==> src/rtl/audio_sample_fifo_if.sv <==
// Stereo sample FIFO bus: producer write handshake, sink side pacing and
// the status outputs of audio_sample_fifo.
//
// Handshake: a word moves from producer to FIFO on a rising clk edge where
// in_valid=1 and in_ready=1; in_valid without in_ready is simply ignored.
// Toward the audio output stage, out_wreq is a one-cycle strobe with
// out_sample valid in the same cycle; one word is sent per high period
// of sink_ready.
interface audio_sample_fifo_if #(
  parameter int AUDIO_BITS = 12,
  parameter int DEPTH_LOG2 = 4
);
  logic                      in_valid;
  logic [2*AUDIO_BITS-1:0]   in_sample;
  logic                      in_ready;
  logic                      sink_ready;
  logic                      out_wreq;
  logic [2*AUDIO_BITS-1:0]   out_sample;
  logic [DEPTH_LOG2:0]       level;
  logic                      underrun;

  // Producer / environment side.
  modport master (
    output in_valid, in_sample, sink_ready,
    input  in_ready, out_wreq, out_sample, level, underrun
  );

  // FIFO side.
  modport slave (
    input  in_valid, in_sample, sink_ready,
    output in_ready, out_wreq, out_sample, level, underrun
  );
endinterface

==> src/rtl/audio_sample_fifo.sv <==
// audio_sample_fifo: circular buffer of stereo words (left in the upper
// half) feeding a 44.1 kHz output stage. A read FSM primes the buffer to
// half full, then sends one word per sink_ready period as a one-cycle
// out_wreq. When the buffer is empty at send time, an underrun word is sent
// and underrun pulses with it.
//
// Build option: define AUDIO_FIFO_MUTE_ON_UNDERRUN_EN to send midscale per
// channel on underrun; otherwise the previous out_sample is repeated.
module audio_sample_fifo #(
  parameter int AUDIO_BITS = 12,
  parameter int DEPTH_LOG2 = 4
) (
  input  logic                 clk,
  input  logic                 aclr_,
  audio_sample_fifo_if.slave   bus,
  output logic [1:0]           fsm_state
);

  localparam int W     = 2 * AUDIO_BITS;
  localparam int DEPTH = 1 << DEPTH_LOG2;
  localparam logic [DEPTH_LOG2:0] LEVEL_FULL  = (DEPTH_LOG2+1)'(DEPTH);
  localparam logic [DEPTH_LOG2:0] LEVEL_PRIME = (DEPTH_LOG2+1)'(DEPTH / 2);

  typedef enum logic [1:0] {
    PRIME = 2'd0,
    IDLE  = 2'd1,
    PUSH  = 2'd2,
    WAIT  = 2'd3
  } state_t;

  state_t                  state;
  logic [W-1:0]            mem [DEPTH];
  logic [DEPTH_LOG2-1:0]   wr_ptr;
  logic [DEPTH_LOG2-1:0]   rd_ptr;
  logic [DEPTH_LOG2:0]     level;
  logic                    out_wreq;
  logic [W-1:0]            out_sample;
  logic                    underrun;
  logic                    in_ready;
  logic                    wr_en;
  logic                    pop;
  logic [W-1:0]            underrun_word;

  // Ready depends only on registered occupancy, never on the sink side.
  assign in_ready = (level != LEVEL_FULL);
  assign wr_en    = bus.in_valid && in_ready;
  assign pop      = (state == IDLE) && bus.sink_ready && (level != '0);

`ifdef AUDIO_FIFO_MUTE_ON_UNDERRUN_EN
  // Midscale on both channels silences the output on an empty buffer.
  assign underrun_word = {2{1'b1, {(AUDIO_BITS-1){1'b0}}}};
`else
  // Repeating the last word keeps the output stage steady on an empty buffer.
  assign underrun_word = out_sample;
`endif

  // Sample storage; contents are don't-care after reset.
  always_ff @(posedge clk) begin
    if (wr_en) mem[wr_ptr] <= bus.in_sample;
  end

  // Pointers and occupancy; a write and a pop together leave level unchanged.
  always_ff @(posedge clk or negedge aclr_) begin
    if (!aclr_) begin
      wr_ptr <= '0;
      rd_ptr <= '0;
      level  <= '0;
    end else begin
      if (wr_en) wr_ptr <= wr_ptr + 1'b1;
      if (pop)   rd_ptr <= rd_ptr + 1'b1;
      case ({wr_en, pop})
        2'b10:   level <= level + 1'b1;
        2'b01:   level <= level - 1'b1;
        default: level <= level;
      endcase
    end
  end

  // Read FSM with registered out_wreq, out_sample and underrun.
  always_ff @(posedge clk or negedge aclr_) begin
    if (!aclr_) begin
      state      <= PRIME;
      out_wreq   <= 1'b0;
      out_sample <= '0;
      underrun   <= 1'b0;
    end else begin
      case (state)
        PRIME: begin
          out_wreq <= 1'b0;
          underrun <= 1'b0;
          if (level >= LEVEL_PRIME) state <= IDLE;
        end
        IDLE: begin
          if (bus.sink_ready) begin
            state    <= PUSH;
            out_wreq <= 1'b1;
            if (level != '0) begin
              out_sample <= mem[rd_ptr];
              underrun   <= 1'b0;
            end else begin
              out_sample <= underrun_word;
              underrun   <= 1'b1;
            end
          end else begin
            out_wreq <= 1'b0;
            underrun <= 1'b0;
          end
        end
        PUSH: begin
          state    <= WAIT;
          out_wreq <= 1'b0;
          underrun <= 1'b0;
        end
        WAIT: begin
          out_wreq <= 1'b0;
          underrun <= 1'b0;
          if (!bus.sink_ready) state <= IDLE;
        end
        default: begin
          state    <= PRIME;
          out_wreq <= 1'b0;
          underrun <= 1'b0;
        end
      endcase
    end
  end

  assign bus.in_ready   = in_ready;
  assign bus.out_wreq   = out_wreq;
  assign bus.out_sample = out_sample;
  assign bus.level      = level;
  assign bus.underrun   = underrun;
  assign fsm_state      = state;

endmodule

==> src/flat_wrapper.sv <==
// flat-port wrapper written by rule: the top's interface ports become plain ports
module audio_sample_fifo_flat 
#(
  parameter int AUDIO_BITS = 12,
  parameter int DEPTH_LOG2 = 4
)
  (clk, aclr_, fsm_state, bus_in_valid, bus_in_sample, bus_sink_ready, bus_in_ready, bus_out_wreq, bus_out_sample, bus_level, bus_underrun);
  audio_sample_fifo_if #(.AUDIO_BITS(AUDIO_BITS), .DEPTH_LOG2(DEPTH_LOG2)) bus_i ();
  input  logic clk;
  input  logic aclr_;
  output logic [1:0] fsm_state;
  input wire logic [$bits(bus_i.in_valid)-1:0] bus_in_valid;
  input wire logic [$bits(bus_i.in_sample)-1:0] bus_in_sample;
  input wire logic [$bits(bus_i.sink_ready)-1:0] bus_sink_ready;
  output wire logic [$bits(bus_i.in_ready)-1:0] bus_in_ready;
  output wire logic [$bits(bus_i.out_wreq)-1:0] bus_out_wreq;
  output wire logic [$bits(bus_i.out_sample)-1:0] bus_out_sample;
  output wire logic [$bits(bus_i.level)-1:0] bus_level;
  output wire logic [$bits(bus_i.underrun)-1:0] bus_underrun;
  assign bus_i.in_valid = bus_in_valid;
  assign bus_i.in_sample = bus_in_sample;
  assign bus_i.sink_ready = bus_sink_ready;
  assign bus_in_ready = bus_i.in_ready;
  assign bus_out_wreq = bus_i.out_wreq;
  assign bus_out_sample = bus_i.out_sample;
  assign bus_level = bus_i.level;
  assign bus_underrun = bus_i.underrun;
  audio_sample_fifo #(.AUDIO_BITS(AUDIO_BITS), .DEPTH_LOG2(DEPTH_LOG2)) u_core (.clk(clk), .aclr_(aclr_), .bus(bus_i), .fsm_state(fsm_state));
endmodule
==> config.mk <==
export PLATFORM = sky130hd
export DESIGN_NAME = audio_sample_fifo_flat
export DESIGN_NICKNAME = d
export VERILOG_FILES = /design/src/rtl/audio_sample_fifo_if.sv /design/src/rtl/audio_sample_fifo.sv /design/src/flat_wrapper.sv
export SDC_FILE = /design/constraint.sdc
export NUM_CORES = 1
export LEC_CHECK = 0
export ABC_AREA = 0
export CAP_MARGIN = 20
export CORE_AREA = 2 2 168 203
export CTS_BUF_LIST = sky130_fd_sc_hd__clkbuf_8
export CTS_CLUSTER_DIAMETER = 150
export CTS_CLUSTER_SIZE = 28
export DETAILED_ROUTE_END_ITERATION = 16
export DIE_AREA = 0 0 170 205
export MAX_ROUTING_LAYER = met4
export PLACE_DENSITY = 0.64
export SLEW_MARGIN = 10
export SYNTH_ARGS = -nofsm -noshare
export SYNTH_HDL_FRONTEND = slang
export SYNTH_SLANG_ARGS = --single-unit
==> constraint.sdc <==
create_clock -name clk -period 5.1 [get_ports clk]
set_input_delay 1.02 -clock clk [delete_from_list [all_inputs] [get_ports clk]]
set_output_delay 1.02 -clock clk [all_outputs]
set_load 0.02 [all_outputs]
# Word-level counts from Yosys, hierarchy flattened
# Memories as Yosys holds them, arrays and structs flattened. A register that Yosys moved wholly into a read port is not among the register bits.
# Cells that the tools add are included.
# totals
reg_bits	17
ramBits	384
wordCells	43
output_inout_bits	34
inputBits	28
n_memories	1
# classes
n_lt_le_gt_ge	1
reduce_logical	10
addsub	4
n_mux	12
eq_ne	9
# mem_list
memory	words	width	rd	rd_clocked_by_memory_dff	write_ports	line_no	text
u_core.mem	16	24	1	1	1	audio_sample_fifo.sv:32	logic [W-1:0] mem [DEPTH];
# ops
cell	count
5-bit one-hot mux with 2 select lines	1
4-bit by 1-bit adder with 4-bit output (second input constant)	2
2-bit one-hot mux with 4 select lines	1
2-bit equality test (second input constant)	3
2-bit two-way mux	3
3-bit AND reduction	2
5-bit by 1-bit adder with 5-bit output (second input constant)	1
5-bit by 4-bit greater-or-equal comparator with 1-bit output (second input constant)	1
1-bit two-way mux	5
5-bit inequality test (second input constant)	1
5-bit nonzero test	1
5-bit by 1-bit subtractor with 5-bit output (second input constant)	1
2-bit by 1-bit equality test with 1-bit output (second input constant)	2
2-bit inequality test (second input constant)	2
1-bit one-hot mux with 2 select lines	2
1-bit logical AND	3
3-bit OR reduction	1
2-bit zero test	1
2-bit by 1-bit inequality test with 1-bit output (second input constant)	1
2-bit nonzero test	1
1-bit zero test	1

# Logic depth before layout (Yosys ltp)
# Gate-level depths: netlist (run 1).
# logic_depth
word_depth	5
depth_mapped	13
ltp_nobuf	11

# Worst setup path before layout (run 1)
# No wires, ideal clock.
# synth_path
kind	input to register
from	input bus_in_valid
to	memory u_core.mem[3][0] (netlist name), enable pin
required_ps	4665
cell_stages	3
setup_time_ps	435
t_arrival_ps	3181
slack_ps	1484
n_path_buf	0
cell_sequence	a21boi_2 -> nand2_1 -> nor3_1
# synth_via
elab_chain_cells	3
# synth_lines
element	line_no	text
from (decl)	flat_wrapper.sv:12	input wire logic [$bits(bus_i.in_valid)-1:0] bus_in_valid;
1-bit logical AND	audio_sample_fifo.sv:46	assign wr_en = bus.in_valid && in_ready;
1-bit two-way mux	audio_sample_fifo.sv:59	if (wr_en) mem[wr_ptr] <= bus.in_sample;
1-bit two-way mux (not written as such)	audio_sample_fifo.sv:59	
to (decl)	audio_sample_fifo.sv:32	
# Every way passes these cells.

# Final worst setup path (run 1)
# layout_path
from	register u_core.level[2] (netlist: u_core.bus.level[2])
to	register u_core.level[4] (netlist: u_core.bus.level[4])
# layout_via
elab_chain_cells	4
word_cells_on_any_way	10
classes_between	add/sub (2); eq/ne (3); mux (1); reduce/logical (4)
# layout_lines
element	line_no	text
from (decl)	audio_sample_fifo.sv:35	logic [DEPTH_LOG2:0] level;
from (signal assigned)	audio_sample_fifo.sv:72	2'b10: level <= level + 1'b1;
from (signal assigned)	audio_sample_fifo.sv:73	2'b01: level <= level - 1'b1;
from (signal assigned)	audio_sample_fifo.sv:74	default: level <= level;
branches (longest 4 deep; another with 5-bit by 1-bit subtractor with 5-bit output)	n/a	
# Several ways; the timed one is not identified.
# A chain may end at the register's enable or synchronous reset.

==> metrics.txt, run 1 <==
GP Congestion slightly above 0.8; slowest CP cell nor4_2; clock buffer count from CTS 19; CP cell instances nor4_2, a21boi_2, inv_1, ha_1, xor2_1, ha_1, nor4b_1, mux2i_1, o211a_1, a2111oi_0; CP Class flip-flop to flip-flop; CP max stage delay between 0.5 and 0.6 ns; CTS tree built; met1 Track Usage GR 27.3%; H-tree depth 1; first drt pass iteration count 5; Syn Nets 795; crit-path most repeated cell ha_1; busiest grt layer met2; via/cell ratio 6.12; maximum root-to-sink buffer count 3; Yosys Warn Count 0; fraction of layout cells with a size suffix above 1 23.3%; Yosys cell types 33; area of the multi-input gates 3550 um2; Leakage 5.62 nW; max_cap viols 0; Root Driver clkbuf_8; Detailed Place HPWL about 20000 um; Yosys top cell by area edfxtp_1; CP endpoint kind flip-flop; final setup TNS 0 ns; final setup violation count 0; FMAX around 0.3 GHz; Yosys top cell area share 70.7%; via count 7603; Post-synth EDFFs 384; flops & latches, synth about 430; Site Rows 73; worst-margin pin slew 1.12 ns; initial antenna violation count 0; Slew Limit Fails 0; die area 34900 um2; commonest non-fill, non-tap cell in the layout edfxtp_1; Final nets 857; grt ovf 0; clock sinks 425; WP buf/inv 1; final antenna-violating net count 0; Max IR drop VDD around 0.23 mV; WP data arrival 3.81 ns; Synth async-reset ratio 9.65%; Initial Util 49.6%; CP Max Fanout 10; Tmin final 3.34 ns; core footprint roughly 33000 um2; most frequent cells in the layout edfxtp_1, mux4_2, clkdlybuf4s50_1, o22ai_1, dfrtp_1; Seq/Total Area, Yosys 77.0%; Worst-path clk slew 0.17 ns; Area Overhead vs Synth 9.37%; Avg Cell Area, Syn 21.6 um2; pre-CTS setup slack 1.15 ns; met2 GRT Util between 30% and 40%; I/O pin cnt 62; Routed WL 34200 um; Initial DRC Count between 700 and 800; largest net degree at the start of global routing 72; Routed WL per cell approximately 28 um; register area 12600 um2; vias in the first global route a little over 8000; Slew headroom between 20% and 30%; cts hold-fix bufs 0; drt drc 0; setup ws final approximately 1.8 ns; top post-synthesis cells by area edfxtp_1, mux4_2, dfrtp_1; power per standard cell area 504 nW/um2; overall power 0.00898 W; CP startpoint kind flip-flop; fillcell total 2456; Die X 170 um; M3 GR Usage 1.91%; first-pass GRT wire length 51500 um; final worst-path cycle share 65.6%; status finished, final reports clean; Die Height approximately 210 um; Ant. Diodes 0; RSZ-0062 raised after global routing no; Post-Syn Instances 756; Tot GR Track Use 20.8%; post-route clock skew 0.0480 ns; critical path's top delay family simple AND/OR/NAND/NOR gates; Finished Cell Area 17800 um2; WHS 0.533 ns; WP data required 5.56 ns; dominant synthesized flop cell edfxtp_1; mapped cell area 16300 um2; Fin. Hold Viols 0; Worst-Skew Late Latency 0.59 ns; area post-placement roughly 17000 um2; post-CTS resize count 0; Post-CTS Setup Bufs 0; count of input and output buffers 61; worst hold path type input port to asynchronous set/reset pin
sequential cells by signal (all words and copies together), names as in the netlist:
| signal | cells |
|---|---|
| u_core.wr_ptr | 4 |
| u_core.bus.out_sample | 24 |
| u_core.bus.level | 5 |
| u_core.bus.underrun | 1 |
| u_core.fsm_state | 2 |
| u_core.rd_ptr | 4 |
| u_core.mem | 384 |
| u_core.bus.out_wreq | 1 |
stage by stage:
step	instances	util, %
final	1243	54.2
after global placement	1208	53.1
after detailed placement	1208	53.1
after floorplan	756	-
after global routing	1243	54.2
after CTS	1242	54.1
path summary, 6_finish.rpt:
kind	slack [ns]	endpoint	cells past startpoint	start
min in group clk	0.61	u_core.bus.out_sample[9]	2	u_core.bus.out_sample[9]
min reg2reg	0.61	u_core.bus.out_sample[9]	2	u_core.bus.out_sample[9]
max in group asynchronous	4.08	u_core.rd_ptr[2]	2	aclr_
max reg2reg	1.76	u_core.bus.level[4]	10	u_core.bus.level[2]
min	0.53	u_core.bus.level[4]	2	aclr_
max	1.76	u_core.bus.level[4]	10	u_core.bus.level[2]
report_power, final:
part	internal [W]	total, W	switching, W
Sequential	0.00427	0.00470	0.000429
Combinational	0.00145	0.00295	0.00150
Clock	0.000370	0.00134	0.000971
Total	0.00609	0.00898	0.00290
layer usage:
metal	vias to the layer above	wire [um]	part of all wire, %
met5	-	0	0
met4	0	686	2.0
met3	44	1510	4.4
met2	231	18000	53
met1	4099	14000	41
li1	3229	-	-
cells by family (layout without fill, tap and decap cells):
logic type	count (synthesis)	count (layout)	synth area share, %
AOI/OAI and AO/OA	88	88	3.33
xor gates and xnor gates	11	11	0.591
adders and majority gates	11	11	0.844
buffers and inverters	51	126	1.60
DFF	425	425	77.0
muxes	124	124	15.2
and+or+nand+nor	46	46	1.42
Yosys cell counts (8+ instances only):
master	number
edfxtp_1	384
mux4_2	96
o22ai_1	49
dfrtp_1	41
a21oi_1	29
mux2_2	27
clkbuf_1	22
nor2_1	16
ha_1	11
buf_4	10
nand2_1	10
buf_2	8
final cells by class:
type | count | area share [%]
inverters | 7 | 0.147
repair buffers | 85 | 4.66
well taps | 412 | 2.89
clock inverters | 15 | 0.484
clock buffers | 19 | 1.47
multi-input cells | 280 | 19.9
flip-flops and latches | 425 | 70.5
No activity file was read; power rests on OpenSTA's default activity.
==> run 2, diff against run 1 <==
PLACE_DENSITY = 0.67   (was 0.64)
clock period = 2.89 ns   (was 5.1 ns; I/O delays follow)
==> run 2 against run 1 <==
Effect of this change: flip-flop and latch count unchanged; clock power increased by 74%; sequential share of layout area decreased by 1.0 points; first-iteration DRC count decreased by 12%; via count up 1.5%; non-clock buffer count rose by 28; maximum frequency rose by 26%; clock skew is 0.021 ns higher; die area stayed put; critical path type unchanged.
==> metrics.txt, run 2 (same netlist as run 1, synthesis figures left out) <==
status finished, final reports clean; final setup violation count 0 (unchanged); Die Height 205 um (unchanged); post-CTS resize count 0 (unchanged); drt drc 0 (unchanged); core footprint 32900 um2 (unchanged); final worst-path cycle share 92.2% (+27 points); grt ovf 0 (unchanged); placed cell count 1235 (+2.2%); I/O pin cnt 62 (unchanged); count of input and output buffers 61 (unchanged); Area Overhead vs Synth 11.0%; CTS tree built; max_cap viols 0 (unchanged); largest net degree at the start of global routing 66 (-8.3%); worst-margin pin slew 1.10 ns (-0.0155 ns); Worst-Skew Late Latency 0.59 ns (about the same); Initial DRC Count 650 (-12%); via/cell ratio 6.07 (-0.70%); die area 34900 um2 (unchanged); GP Congestion 0.832 (+0.23%); Layout Cells excl Fill 1270 (+2.2%); Leakage 5.77 nW (+2.8%); R2R Setup Slk 0.23 ns (-1.53 ns); CP Max Fanout 4 (-6); vias in the first global route 8162 (+1.3%); Detailed Place HPWL 19500 um (-5.3%); Routed WL per cell 25.8 um (-6.5%); most frequent cells in the layout edfxtp_1, mux4_2, clkdlybuf4s50_1, o22ai_1, buf_4; Worst-path clk slew 0.16 ns (about the same); Initial Util 49.6% (unchanged); clock sinks 425 (unchanged); worst hold path type input port to asynchronous set/reset pin; final antenna-violating net count 0 (unchanged); Root Driver clkbuf_8; Fin. Hold Viols 0 (unchanged); Tot GR Track Use 20.0% (-0.88 points); CP Class flip-flop to flip-flop; R2R depth 11 (+1); Slew Limit Fails 0 (unchanged); r2r endpoint u_core.bus.level[4]; via count 7714 (+1.5%); Ant. Diodes 0 (unchanged); H-tree depth 1 (unchanged); WP data arrival 3.11 ns (-0.70 ns); fraction of layout cells with a size suffix above 1 25.8% (+2.4 points); FMAX 0.375 GHz (+26%); first-pass GRT wire length 49600 um (-3.8%); fillcell total 2424 (-1.3%); WP data required 3.33 ns (-2.23 ns); CP startpoint kind flip-flop; power per standard cell area 877 nW/um2 (+74%); maximum root-to-sink buffer count 3 (unchanged); max reg flops 384 (unchanged); Site Rows 73 (unchanged); Slew headroom 26.0% (+0.68 points); CP endpoint kind flip-flop; FF-to-FF Start u_core.fsm_state[1]; Max IR drop VDD 0.536 mV (+140%); RSZ-0062 raised after global routing no; post-route clock skew 0.0690 ns (+0.0210 ns); Regs by FF count u_core.mem x384, u_core.bus.out_sample x24, u_core.bus.level x5; Routed WL 32700 um (-4.4%); initial antenna violation count 0 (unchanged); Largest Register u_core.mem; clock buffer count from CTS 19 (unchanged); Die X 170 um (unchanged); commonest non-fill, non-tap cell in the layout edfxtp_1; Final nets 885 (+3.3%); WHS 0.497 ns (-0.0365 ns); Tmin final 2.66 ns (-0.680 ns); first drt pass iteration count 5 (unchanged)
==> run 2: power by group <==
part | leakage (nW) | total, W | internal (W) | switching, W
Sequential | 3.93 | 0.00803 | 0.00753 | 0.000500
Combinational | 1.62 | 0.00550 | 0.00267 | 0.00283
Clock | 0.217 | 0.00233 | 0.000649 | 0.00168
Total | 5.77 | 0.0159 | 0.0109 | 0.00501
==> run 2: per-layer routing <==
metal  up-vias  track usage, %  share of wire [%]
met4         0            5.37                2.5
met3        52            1.85                5.3
met1      4122            26.4                 41
met5         -               -                  0
met2       248            33.7                 51
li1       3292               -                  -
==> run 2: worst max path at each step <==
stage                        startpoint             endpoint  cells past startpoint
finish              u_core.fsm_state[1]  u_core.bus.level[4]                     11
global placement           bus_in_valid  u_core.bus.level[4]                     10
global route        u_core.bus.level[0]  u_core.bus.level[4]                     11
CTS                 u_core.bus.level[2]  u_core.bus.level[4]                      9
detailed placement         bus_in_valid  u_core.bus.level[4]                     10
floorplan           u_core.bus.level[1]  u_core.bus.level[4]                     12
==> run 2: final cells by class <==
cell class	instances	area, um2	share of cell area, %
clock buffer	19	262	1.45
clock inverter	14	78.8	0.436
inverter	7	26.3	0.145
multi-input combinational	280	3580	19.8
sequential	425	12600	69.5
tap	412	515	2.85
timing repair buffer	113	1060	5.87
==> run 2: metrics by stage <==
stage	setup slack, ns	total power, W	setup TNS (ns)	area, um2	utilization [%]
2_1_floorplan	0.00942	0.0118	0	16300	-
3_3_place_gp	0.0628	0.0135	0	17700	53.9
3_5_place_dp	-0.116	0.0137	-0.116	17700	53.9
4_1_cts	0.119	0.0160	0	18100	55.0
5_1_grt	0.0146	0.0166	0	18100	55.0
6_report	0.226	0.0159	0	18100	55.0
==> run 2: repair_timing <==
| item | 4_1_cts | 5_1_grt |
|---|---|---|
| hold buffers | 1 | 0 |
| buffers inserted | 0 | 1 |
| endpoints found under the setup margin | 0 | 1 |
| hold endpoints to repair | 19 | 0 |
==> run 2: worst max-delay path, stage by stage, from the launching register on <==
cell	delay, ns
dfrtp_1	0.43
inv_1	0.10
ha_1	0.21
nand2_1	0.14
a21oi_4	0.17
ha_1	0.20
xor2_1	0.15
ha_1	0.24
a21o_1	0.17
a22oi_1	0.10
o211a_1	0.21
a2111oi_0	0.38
==> run 3, diff against run 2 <==
--- a/config.mk
+++ b/config.mk
@@ -16,4 +16,5 @@
 export MAX_ROUTING_LAYER = met4
 export PLACE_DENSITY = 0.67
+export SETUP_SLACK_MARGIN = 0.4
 export SLEW_MARGIN = 10
 export SYNTH_ARGS = -nofsm -noshare
==> constraint.sdc (replaced) <==
create_clock -name clk -period 2.89 [get_ports clk]
set_input_delay 0.7225 -clock clk [delete_from_list [all_inputs] [get_ports clk]]
set_output_delay 0.7225 -clock clk [all_outputs]
set_load 0.02 [all_outputs]
==> run 3 against run 2 <==
Effect of this change: total power rose by 1.1%; via count grew 0.89%; non-clock buffer count increased by 4; final area grew 0.89%; die area is the same; clock-buffer cell count unchanged; combinational power increased by 2%; worst setup slack improved by 0.20 ns; clock skew fell by 0.029 ns.
==> metrics.txt, run 3 (same netlist as run 1, synthesis figures left out) <==
status finished, final reports clean; die area 34900 um2 (unchanged); final setup violation count 0 (unchanged); Root Driver clkbuf_8; I/O pin cnt 62 (unchanged); clock buffer count from CTS 19 (unchanged); Leakage 5.82 nW (+0.81%); Layout Utilization 55.5% (+0.49 points); CP Class flip-flop to flip-flop; Max IR drop VDD 0.406 mV (-24%); post-route clock skew 0.0402 ns (-0.0288 ns); most frequent cells in the layout edfxtp_1, mux4_2, clkdlybuf4s50_1, o22ai_1, buf_4; first drt pass iteration count 6 (+1); fraction of layout cells with a size suffix above 1 27.7% (+1.9 points); max reg flops 384 (unchanged); CP startpoint kind flip-flop; Slew headroom 44.4% (+18 points); Site Rows 73 (unchanged); Die X 170 um (unchanged); Area Overhead vs Synth 11.9%; worst hold path type input port to asynchronous set/reset pin; count of input and output buffers 61 (unchanged); via count 7783 (+0.89%); Largest Register u_core.mem; CP endpoint kind flip-flop; setup ws final 0.429 ns (+0.202 ns); Slew Limit Fails 0 (unchanged); Detailed Place HPWL 19500 um (about the same); final antenna-violating net count 0 (unchanged); Initial DRC Count 626 (-3.7%); FF-to-FF Start u_core.bus.level[3]; WP data arrival 2.93 ns (-0.18 ns); power per standard cell area 878 nW/um2 (+0.17%); final worst-path cycle share 85.2% (-7.0 points); Routed WL per cell 26.6 um (+3.1%); FMAX 0.406 GHz (+8.2%); max_cap viols 0 (unchanged); vias in the first global route 8172 (+0.12%); overall power 0.0160 W (+1.1%); Routed WL 33900 um (+3.7%); drt drc 0 (unchanged); worst-margin pin slew 0.830 ns (-0.274 ns); Initial Util 49.6% (unchanged); Worst-Skew Late Latency 0.58 ns (about the same); Final nets 890 (+0.56%); H-tree depth 1 (unchanged); GP Congestion 0.803 (-3.5%); area post-placement 17800 um2 (+0.35%); Worst-path clk slew 0.16 ns (about the same); Tmin final 2.46 ns (-0.202 ns); Regs by FF count u_core.mem x384, u_core.bus.out_sample x24, u_core.bus.level x5; grt ovf 0 (unchanged); via/cell ratio 6.09 (+0.26%); Tot GR Track Use 20.1% (+0.20 points); CP Max Fanout 7 (+3); CTS tree built; crit path from u_core.bus.level[3]; Fin. Hold Viols 0 (unchanged); clock sinks 425 (unchanged); Layout Cells excl Fill 1278 (+0.63%); WP data required 3.36 ns (+0.03 ns); Finished Cell Area 18300 um2 (+0.89%); first-pass GRT wire length 49900 um (+0.60%); placed cell count 1231 (-0.32%); commonest non-fill, non-tap cell in the layout edfxtp_1; RSZ-0062 raised after global routing yes; largest net degree at the start of global routing 53 (-20%); core footprint 32900 um2 (unchanged); maximum root-to-sink buffer count 3 (unchanged); Die Height 205 um (unchanged); initial antenna violation count 3 (+3); pre-CTS setup slack -0.0153 ns (+0.101 ns)
-- run 3: cell types whose count changed in the layout (fill, tap and decap cells not counted), moves of 2 or more --
| cell | delta |
|---|---|
| buf_12 | +5 |
| clkdlybuf4s50_1 | -2 |
| dfrtp_1 | -4 |
| dfrtp_2 | +4 |
| diode_2 | +3 |
| ha_1 | -2 |
-- run 3: worst paths after layout --
| path | cells after the start | slack, ns | to |
|---|---|---|---|
| hold / removal | 1 | 0.17 | u_core.bus.out_sample[6] |
| max in group asynchronous | 2 | 2.09 | u_core.bus.out_sample[23] |
| hold reg to reg | 2 | 0.61 | u_core.bus.out_sample[6] |
| setup reg to reg | 11 | 0.43 | u_core.bus.level[4] |
| setup / recovery | 11 | 0.43 | u_core.bus.level[4] |
| min in group clk | 2 | 0.61 | u_core.bus.out_sample[6] |
-- run 3: power breakdown --
| group | leakage (nW) | internal (W) | switching, W | total, W |
|---|---|---|---|---|
| Clock | 0.217 | 0.000649 | 0.00169 | 0.00234 |
| Combinational | 1.68 | 0.00275 | 0.00284 | 0.00559 |
| Sequential | 3.93 | 0.00754 | 0.000564 | 0.00810 |
| Total | 5.82 | 0.0109 | 0.00510 | 0.0160 |
-- run 3: critical path, cell delays in order, from the launching register on --
cell and delay (ns):
dfrtp_2 0.50, nor4_4 0.28, buf_4 0.17, a21boi_2 0.07, inv_2 0.10, ha_4 0.15
xor2_2 0.14, ha_2 0.24, nor4b_2 0.06, mux2i_1 0.20, nor2_1 0.10, a2111oi_2 0.34
-- run 3: timing repair --
item                                    4_1_cts  5_1_grt
setup buffers                                 7        3
pin swaps                                     1        2
hold buffers                                  0        0
endpoints found under the setup margin        6       25
gates resized for setup                       4        7
gates cloned                                  0        1
-- run 3: stage by stage --
step	TNS, ns	hold slack [ns]
floorplan	0	0.427
global placement	-0.0127	0.571
detailed placement	-0.0153	0.568
CTS	0	0.177
global route	0	0.193
finish	0	0.171
-- run 3: per-layer routing --
layer,vias to the layer above,global-route usage (%),wire [um]
met5,-,-,0
met4,0,6.11,871
met3,53,2.32,1650
met2,235,33.8,17600
met1,4178,26.2,13800
li1,3317,-,-
-- run 3: area by class of cell --
cell class	count	area [um2]
diodes	3	7.51
clock inverters	14	78.8
inverters	7	26.3
multi-input cells	281	3640
flip-flops and latches	425	12600
well taps	412	515
repair buffers	117	1150
fillers	2430	14600
clock buffers	19	262
==> RTL change 1: new RTL, settings of run 2 <==
`AUDIO_BITS` is set to 12 in 3 places; all go to 8.
--- a/src/rtl/audio_sample_fifo_if.sv
+++ b/src/rtl/audio_sample_fifo_if.sv
@@ -8,5 +8,5 @@
 // of sink_ready.
 interface audio_sample_fifo_if #(
-  parameter int AUDIO_BITS = 12,
+  parameter int AUDIO_BITS = 8,
   parameter int DEPTH_LOG2 = 4
 );
--- a/src/rtl/audio_sample_fifo.sv
+++ b/src/rtl/audio_sample_fifo.sv
@@ -8,5 +8,5 @@
 // channel on underrun; otherwise the previous out_sample is repeated.
 module audio_sample_fifo #(
-  parameter int AUDIO_BITS = 12,
+  parameter int AUDIO_BITS = 8,
   parameter int DEPTH_LOG2 = 4
 ) (
--- a/src/flat_wrapper.sv
+++ b/src/flat_wrapper.sv
@@ -2,5 +2,5 @@
 module audio_sample_fifo_flat 
 #(
-  parameter int AUDIO_BITS = 12,
+  parameter int AUDIO_BITS = 8,
   parameter int DEPTH_LOG2 = 4
 )
Interface: changed (resized bus_in_sample and bus_out_sample); port bits go from 62 to 46. No check against the original RTL was run, so the function may have changed too.
==> RTL change 1 against run 2 <==
Via count decreased by 33%. Worst setup slack improved by 0.0024 ns. Area after synthesis decreased by 30%. Critical path depth decreased by 8. Total power decreased by 29%. Wire length decreased by 36%. Sequential cell count decreased by 136. Design area decreased by 29%. Critical path type is now register to primary output.
==> RTL change 1: results (changes against run 2) <==
\begin{tabular}{lr}
\hline
Metric & Value \\
\hline
\multicolumn{2}{l}{\textbf{Run status}} \\
\quad Status & completed \\
\multicolumn{2}{l}{\textbf{Routing}} \\
\quad Initial detailed-routing violation count & 447 (-31\%) \\
\quad Met1 layer wirelength in the final routing & 8899 um (-33\%) \\
\quad DR WL met2 & 11020 um (-35\%) \\
\multicolumn{2}{l}{\textbf{Yosys}} \\
\quad EDFF count, synth & 256 (-33\%) \\
\quad Syn nets & 573 (-28\%) \\
\quad Post-synthesis compound-gate area fraction & 0.04464 (+0.01133) \\
\quad Distinct cell type count of the synthesized netlist & 38 (+15\%) \\
\quad Most frequent cells after synthesis & edfxtp\_1 (256), mux4\_2 (64), dfrtp\_1 (33), o22ai\_1 (23), mux2\_2 (19) \\
\quad Xor/xnor cell area share of the yosys netlist & 0.008487 (+0.002577) \\
\quad Proportion of register bits with asynchronous set or reset after synthesis & 0.1142 (+0.01772) \\
\quad Cell types with the largest area share after synthesis & edfxtp\_1 (68\%), mux4\_2 (13\%), dfrtp\_1 (7.3\%) \\
\multicolumn{2}{l}{\textbf{Clock tree}} \\
\quad Clock sink count & 289 (-32\%) \\
\multicolumn{2}{l}{\textbf{Placement}} \\
\quad Final weighted congestion of routability-driven global placement & 0.7708 (-7.3\%) \\
\quad Post-place instance area & 12510 um\^{}2 (-29\%) \\
\quad Count of input and output buffers & 45 (-26\%) \\
\quad DPL Wire Length & 13350 um (-32\%) \\
\multicolumn{2}{l}{\textbf{Timing}} \\
\quad Final setup skew & 0.03807 ns (-0.03097 ns) \\
\multicolumn{2}{l}{\textbf{Global routing}} \\
\quad Total global routing track utilization & 0.1271 (-0.07245) \\
\quad First-pass GRT wire length & 32310 um (-35\%) \\
\quad Met2 usage & 0.2224 (-0.1149) \\
\multicolumn{2}{l}{\textbf{Pwr}} \\
\quad Power drawn by the combinational cells & 3.94 mW (-28\%) \\
\multicolumn{2}{l}{\textbf{Cells and area}} \\
\quad Layout cells sized above 1 & 0.2899 (+0.03233) \\
\multicolumn{2}{l}{\textbf{Critical path}} \\
\quad Critical-path top delay cell & clkdlybuf4s50\_1 \\
\quad Top delay family on crit path & buffers and inverters \\
\hline
\end{tabular}
[RTL change 1: cell types whose count changed after synthesis, moves of 11 or more]
| cell | delta |
|---|---|
| mux4_2 | -32 |
| a21oi_1 | -19 |
| clkbuf_1 | -15 |
| a21oi_2 | +11 |
| o22ai_1 | -26 |
| edfxtp_1 | -128 |
[RTL change 1: path summary, 6_finish.rpt]
kind / end / slack (ns) / cells after the start
worst max-delay path: bus_in_ready / 0.23 / 3
worst min-delay path: u_core.fsm_state[1] / 0.11 / 1
worst max register to register: u_core.bus.level[4] / 0.32 / 9
worst min register to register: u_core.bus.out_sample[9] / 0.61 / 2
max in group asynchronous: u_core.rd_ptr[2] / 2.16 / 1
min in group clk: u_core.bus.out_sample[9] / 0.61 / 2
[RTL change 1: final cells by class]
cell class	count	area, um^2
Inverter	7	26.28
Multi-Input combinational cell	216	2704
Clock inverter	9	50.05
Clock buffer	15	206.4
Tap cell	412	515.5
Timing Repair Buffer	78	743.2
Fill cell	2943	20120
Sequential cell	289	8519
